File: config.mk
export PLATFORM = sky130hd
export DESIGN_NAME = flex_stp_word_rx
export DESIGN_NICKNAME = d
export VERILOG_FILES = /design/src/rtl/flex_stp_pkg.sv /design/src/rtl/flex_stp_unstuff.sv /design/src/rtl/flex_stp_word_rx.sv
export SDC_FILE = /design/constraint.sdc
export NUM_CORES = 1
export LEC_CHECK = 0
export CORE_MARGIN = 3
export CORE_UTILIZATION = 48
export DETAILED_ROUTE_END_ITERATION = 8
export PLACE_DENSITY = 0.75
export SYNTH_ARGS = -nofsm -noshare
export SYNTH_HDL_FRONTEND = slang
export SYNTH_HIERARCHICAL = 1
export SYNTH_SLANG_ARGS = --single-unit
File: constraint.sdc
create_clock -name clk -period 2.2 [get_ports clk]
set_input_delay 0.66 -clock clk [delete_from_list [all_inputs] [get_ports clk]]
set_output_delay 0.66 -clock clk [all_outputs]
set_load 0.01 [all_outputs]
File: src/rtl/flex_stp_pkg.sv
// Shared definitions for the flex_stp serial word receiver.
// Holds the bit-stuff run length and the unstuff FSM state encoding.
package flex_stp_pkg;

   // Number of consecutive 1s after which the next bit is a stuff bit
   localparam int STUFF_RUN_LEN = 6;

   // Width of the ones-run counter, wide enough to hold STUFF_RUN_LEN
   localparam int RUN_W = $clog2(STUFF_RUN_LEN + 1);

   typedef enum logic {
      UNSTUFF_RUN  = 1'b0,
      UNSTUFF_SKIP = 1'b1
   } unstuff_state_t;

endpackage

File: src/rtl/flex_stp_unstuff.sv
// USB-style bit-unstuffing tracker for flex_stp_word_rx.
// Counts consecutive accepted 1s; once STUFF_RUN_LEN is reached, the next
// accepted bit is a stuff bit. The current state is exported so the parent
// can skip that bit, and a registered one-cycle stuff_err pulse flags a
// stuff bit that arrived as 1.
import flex_stp_pkg::*;

module flex_stp_unstuff (
   input  logic           clk,
   input  logic           n_rst,
   input  logic           clear,
   input  logic           bit_valid,
   input  logic           bit_in,
   output logic           stuff_err,
   output unstuff_state_t state
);

   unstuff_state_t       state_q;
   unstuff_state_t       state_d;
   logic [RUN_W-1:0]     run_q;
   logic [RUN_W-1:0]     run_d;
   logic                 err_d;

   assign state = state_q;

   // Next-state logic: track the ones run and consume the stuff bit
   always_comb begin
      state_d = state_q;
      run_d   = run_q;
      err_d   = 1'b0;
      if (clear) begin
         state_d = UNSTUFF_RUN;
         run_d   = '0;
      end else if (bit_valid) begin
         case (state_q)
            UNSTUFF_RUN: begin
               if (bit_in) begin
                  run_d = run_q + 1'b1;
                  if (run_q == RUN_W'(STUFF_RUN_LEN - 1)) begin
                     state_d = UNSTUFF_SKIP;
                  end
               end else begin
                  run_d = '0;
               end
            end
            UNSTUFF_SKIP: begin
               // Stuff bit: never data, restarts the run, must be 0
               run_d   = '0;
               err_d   = bit_in;
               state_d = UNSTUFF_RUN;
            end
            default: begin
               state_d = UNSTUFF_RUN;
               run_d   = '0;
            end
         endcase
      end
   end

   // State, run counter and error pulse registers
   always_ff @(posedge clk or negedge n_rst) begin
      if (!n_rst) begin
         state_q   <= UNSTUFF_RUN;
         run_q     <= '0;
         stuff_err <= 1'b0;
      end else begin
         state_q   <= state_d;
         run_q     <= run_d;
         stuff_err <= err_d;
      end
   end

endmodule

File: src/rtl/flex_stp_word_rx.sv
// Serial-to-parallel word receiver with a one-word holding register.
// Bits accepted on shift_enable are assembled into NUM_BITS-wide words
// (first bit in LSB when SHIFT_MSB=0, in MSB when SHIFT_MSB=1). A completed
// word is offered on parallel_out/word_valid; a word completing while the
// previous one is still unconsumed is dropped and flagged by sticky overflow.
// Optional USB bit-unstuffing is enabled by defining FLEX_STP_BITSTUFF_EN.
//
// Handshake: word_valid=1 means parallel_out holds an unconsumed word; the
// word is consumed on any rising edge where word_valid=1 and word_ready=1.
// word_valid never drops without a consume, clear or reset, and
// parallel_out does not change while word_valid=1 and the word is unconsumed.
import flex_stp_pkg::*;

module flex_stp_word_rx #(
   parameter int NUM_BITS  = 8,
   parameter int SHIFT_MSB = 0
) (
   input  logic                clk,
   input  logic                n_rst,
   input  logic                shift_enable,
   input  logic                serial_in,
   input  logic                clear,
   input  logic                word_ready,
   output logic [NUM_BITS-1:0] parallel_out,
   output logic                word_valid,
   output logic                overflow,
   output logic                stuff_err
);

   localparam int CNT_W = $clog2(NUM_BITS);

   logic [NUM_BITS-1:0] sr_q;
   logic [NUM_BITS-1:0] sr_next;
   logic [CNT_W-1:0]    cnt_q;
   logic                accept;
   logic                skip_bit;
   logic                stuff_hit;
   logic                take_bit;
   logic                done;
   logic                consume;

   // clear wins over everything, so a bit is only accepted outside clear
   assign accept = shift_enable & ~clear;

`ifdef FLEX_STP_BITSTUFF_EN
   unstuff_state_t unstuff_state;

   flex_stp_unstuff u_unstuff (
      .clk       (clk),
      .n_rst     (n_rst),
      .clear     (clear),
      .bit_valid (accept),
      .bit_in    (serial_in),
      .stuff_err (stuff_err),
      .state     (unstuff_state)
   );

   assign skip_bit  = accept & (unstuff_state == UNSTUFF_SKIP);
   assign stuff_hit = skip_bit & serial_in;
`else
   assign skip_bit  = 1'b0;
   assign stuff_hit = 1'b0;
   assign stuff_err = 1'b0;
`endif

   assign take_bit = accept & ~skip_bit;
   assign done     = take_bit & (cnt_q == CNT_W'(NUM_BITS - 1));
   assign consume  = word_valid & word_ready;

   // Shift direction decides where the first bit ends up after NUM_BITS shifts
   assign sr_next = (SHIFT_MSB != 0) ? {sr_q[NUM_BITS-2:0], serial_in}
                                     : {serial_in, sr_q[NUM_BITS-1:1]};

   // Shift register and bit counter
   always_ff @(posedge clk or negedge n_rst) begin
      if (!n_rst) begin
         sr_q  <= '1;
         cnt_q <= '0;
      end else if (clear) begin
         sr_q  <= '1;
         cnt_q <= '0;
      end else if (stuff_hit) begin
         // Stuff violation: drop the partial word and restart framing
         cnt_q <= '0;
      end else if (take_bit) begin
         sr_q  <= sr_next;
         cnt_q <= done ? '0 : cnt_q + 1'b1;
      end
   end

   // Holding register, valid flag and sticky overflow
   always_ff @(posedge clk or negedge n_rst) begin
      if (!n_rst) begin
         parallel_out <= '0;
         word_valid   <= 1'b0;
         overflow     <= 1'b0;
      end else if (clear) begin
         word_valid   <= 1'b0;
         overflow     <= 1'b0;
      end else if (done) begin
         if (!word_valid || word_ready) begin
            parallel_out <= sr_next;
            word_valid   <= 1'b1;
         end else begin
            overflow     <= 1'b1;
         end
      end else if (consume) begin
         word_valid   <= 1'b0;
      end
   end

endmodule

* Word level (Yosys, flattened, before mapping)
Index checks and enable logic that the tools add are counted. W data, S select, Z words.
Operators by class: equal/unequal tests 3, $add $sub $neg 1, reductions and logical operators 8, bitwise logic cells 4, muxes and demuxes 12
Operators with widths (count):
- $mux W8 | 2
- $mux W3 | 3
- $mux W1 | 7
- $reduce_and A2 Y1 | 2
- $reduce_bool A2 Y1 | 2
- $add A3 B1 Y3 const B | 1
- $and A1 B1 Y1 | 3
- $eq A3 B3 Y1 const B | 1
- $ne A3 B2 Y1 const B | 1
- $reduce_and A3 Y1 | 1
- $reduce_bool A3 Y1 | 1
- $ne A2 B2 Y1 const B | 1
- $logic_not A1 Y1 | 1
- $logic_or A1 B1 Y1 | 1
- $not A1 Y1 | 1
Storage, ports and cells: logic and storage cells 33, bits of input ports 6, flip-flop bits (word level) 21, output and inout bits 11

* Logic depth before layout (Yosys ltp)
depth in word-level cells 6, mapped depth 5, depth with buffers taken out 5

* Worst setup path after synthesis
Ideal clock, no wire load.
path type input to register, start input word_ready, end register parallel_out[7], library setup time 0.125 ns, stages on the path 3, path buffers 0, required time 2.075 ns, slack 0.677 ns, arrival time 1.398 ns, path through nor2b_1 nor3_4 mux2_2
On the way: word-level cells in the longest chain between the ends 2
RTL lines:
- start, declared | RTL line flex_stp_word_rx.sv:23 | input logic word_ready,
- $logic_or A1 B1 Y1 | RTL line flex_stp_word_rx.sv:101 | if (!word_valid || word_ready) begin
- $reduce_and A3 Y1 (no source line)
- end signal, assigned | RTL line flex_stp_word_rx.sv:102 | parallel_out <= sr_next;
- end, declared | RTL line flex_stp_word_rx.sv:24 | output logic [NUM_BITS-1:0] parallel_out,
Every way passes these cells. A chain may end at the register's enable or synchronous reset.

* Final worst setup path
start register parallel_out[7], end output parallel_out[7]
No word-level cell between the ends.

==> impl_metrics.csv <==
group,metric,value,unit
outcome,status,"complete, no violations",
timing,fin_setup_tns,0,ns
floorplan,chipWidth,48.0,um
synth,syn_nets,72,
min_path,hold_path.class,"reg2reg",
global_route,antenna_found_initial,0,
layout,layout.nets,94,
power_and_ir_drop,switchingPower,0.000145,W
detailed_routing,avgViaCountPerCell,5.57,
placement,globalplace.congestion,0.718,
global_route,grt_pass1_wl,2490,um
timing,skew,0.00878,ns
synth,yosysSeqAreaShare,60.0,%
placement,dpl.hpwl,1040,um
global_route,track_usage,16.0,%
detailed_routing,wl_per_cell,15.2,um
cts,cts_sinks,20,
global_route,grt_max_degree,21,
timing,hold_viol,0,
flow_run,drv_cap,0,
floorplan,start_util,53.8,%
layout,ff_latch_area,509,um2
cts,cts_resized,0,
timing,max_freq,527,MHz
cts,root_buffer,"clkbuf_4",
cts,hold_buffers,0,
detailed_routing,ant_nets,0,
power_and_ir_drop,power.internal,0.000597,W
global_route,grt_pass1_vias,540,
detailed_routing,drtIter0Drc,8,
placement,io_buffers,15,
power_and_ir_drop,finalPower,0.000743,W
setup_path,cp_max_fo,2,
timing,layout_worst_path_cycle_share,86.3,%
setup_path,cp.required,1.54,ns
setup_path,cp.buffers_inverters,1,
setup_path,slowest_delay,0.55,ns
setup_path,path_delay_family,"buffers and inverters",
timing,slew_violations,0,
detailed_routing,drt-total-wl,1540,um
setup_path,arrival,1.24,ns
setup_path,crit_slowest_cell,"clkdlybuf4s50_1",
power_and_ir_drop,power_leakage,0.501,nW
power_and_ir_drop,p_clk_share,39.5,%
cts,cts_tree,"built",
synth,yosysWarningCount,6,
floorplan,die_h,48.0,um
timing,fin_crit,1.90,ns
layout,fill_cells,119,
setup_path,critPathCaptureType,"primary output",
detailed_routing,route.vias.total,563,
layout,syn_to_final_growth,28.8,%
synth,synth_seq_cells,20,
cts,clk_pin_slew,0.12,ns
synth,netlist_area,848,um2
power_and_ir_drop,p_seq_share,53.0,%
detailed_routing,dr.pass1.iters,4,
setup_path,worstSetupPathType,"reg2out",
synth,ys_types,22,
floorplan,die-area,2310,um2
layout,multiInputGateArea,319,um2
power_and_ir_drop,powerDensity,680,nW/um2
timing,grt_setup_unrepaired,"false",
timing,setup_viol_count_final,0,
synth,netlist_instances,64,
cts,post_cts_buffers,0,
placement,place_area,1040,um2
setup_path,crit_chain,"clkdlybuf4s50_1",
detailed_routing,drc,0,
layout,final_layout_size_suffix_gt1_share,30.6,%
floorplan,rows,14,
floorplan,coreArea,1580,um2
cts,clk_latency,0.29,ns
cts,cts_buffer_depth,2,
cts,numCtsBuffers,3,
power_and_ir_drop,vdd_ir_drop_max,0.494,mV
power_and_ir_drop,switching_share,19.6,%
cts,cts_max_level,1,
setup_path,cp-start-kind,"flop",
synth,postSynthAreaPerCell,13.3,um2
layout,antennaDiodeCount,0,
floorplan,ios,17,
global_route,grt-ovfl-total,0,
power_and_ir_drop,comb_power_share,7.5,%
layout,fin_area,1090,um2
## synth_stat cells (all sizes together)
cell	instances	share of area, %
buf	2	1.5
nor3	1	1.9
dfstp	7	22
mux2i	1	1.2
a21oi	3	1.8
mux2	8	11
a31oi	1	0.74
nor2	4	1.8
ha	2	2.9
nand3b	1	0.89
and2b	1	0.89
dfrtp	13	38
nand2	2	1.2
clkbuf	1	0.44
a211o	7	7.2
nor3b	1	0.89
nor2b	3	2.2
conb	1	0.44
inv	1	0.44
and2	4	2.9
## registers in the layout (all words and copies together) (netlist names)
| name | flops |
|---|---|
| parallel_out | 8 |
| sr_q | 7 |
| cnt_q | 3 |
| overflow | 1 |
| word_valid | 1 |
## cell usage in the layout (no fill, tap or decap)
cell type | synthesis | routed
clkdlybuf4s50_1 | 0 | 15
dfrtp_1 | 13 | 13
mux2_2 | 8 | 8
a211o_1 | 7 | 7
dfstp_2 | 7 | 7
buf_4 | 1 | 5
and2_1 | 4 | 4
nor2_1 | 4 | 4
nor2b_1 | 3 | 3
a21oi_1 | 3 | 3
clkbuf_4 | 0 | 3
ha_1 | 2 | 2
nand2_2 | 1 | 1
nor3_4 | 1 | 1
inv_1 | 1 | 1
mux2i_1 | 1 | 1
nor3b_1 | 1 | 1
and2b_1 | 1 | 1
nand2_1 | 1 | 1
nand3b_1 | 1 | 1
a31oi_1 | 1 | 1
conb_1 | 1 | 1
bufinv_16 | 0 | 1
## power by group through the flow
stage | clock network [W] | logic (W) | registers [W]
after floorplan | 0 | 0.0000286 | 0.000398
after global placement | 0 | 0.0000548 | 0.000399
after detailed placement | 0 | 0.0000558 | 0.000400
after CTS | 0.000299 | 0.0000564 | 0.000393
after global routing | 0.000317 | 0.0000621 | 0.000395
final | 0.000293 | 0.0000558 | 0.000393
## worst reg2reg max path, stage by stage (launching register included)
cell     delay (ns)
dfrtp_1        0.38
ha_1           0.15
ha_1           0.24
nand2_2        0.10
nor3_4         0.13
buf_4          0.17
mux2_2         0.33
## layout make-up
cell class              count  area share [%]
clock buffers               3            2.06
clock inverters             1            2.75
inverters                   1           0.344
multi-input cells          40            29.2
flip-flops and latches     20            46.6
well taps                  16            1.83
repair buffers             20            17.2
## layer usage
| metal | global-route usage [%] | up-vias | wire, um |
|---|---|---|---|
| met5 | 0 | - | 0 |
| met4 | 6.45 | 0 | 13 |
| met3 | 3.38 | 2 | 79 |
| met2 | 24.0 | 16 | 721 |
| met1 | 22.6 | 283 | 722 |
| li1 | - | 262 | - |
## logic make-up after synthesis
family                     count (synthesis)  synth area share [%]
and+or+nand+nor                           17                  12.7
buffers and inverters                      4                  2.36
DFF                                       20                  60.0
adders and majority gates                  2                  2.95
AOI/OAI and AO/OA                         11                  9.73
muxes                                      9                  11.8
other                                      1                 0.442
## per-stage QoR
step,std cells,utilization [%],setup slack [ns],hold WS [ns]
3_5_place_dp,97,66.0,0.191,0.495
3_3_place_gp,97,66.0,0.213,0.489
5_1_grt,101,69.3,0.249,0.547
4_1_cts,101,69.3,0.293,0.520
6_report,101,69.3,0.301,0.510
2_1_floorplan,64,-,0.677,0.364
## final timing paths
path | cells past startpoint | endpoint | startpoint | slack, ns
worst max-delay path | 1 | parallel_out[7] | parallel_out[7]$_DFFE_PN0P_ | 0.30
worst min-delay path | 2 | overflow$_DFFE_PN0P_ | overflow$_DFFE_PN0P_ | 0.51
worst max register to register | 6 | parallel_out[4]$_DFFE_PN0P_ | cnt_q[0]$_DFFE_PN0P_ | 0.59
worst min register to register | 2 | overflow$_DFFE_PN0P_ | overflow$_DFFE_PN0P_ | 0.51
max in group asynchronous | 2 | sr_q[1]$_DFFE_PN1P_ | n_rst | 1.24
min in group asynchronous | 2 | parallel_out[6]$_DFFE_PN0P_ | n_rst | 0.69
No activity file was read; power rests on OpenSTA's default activity.
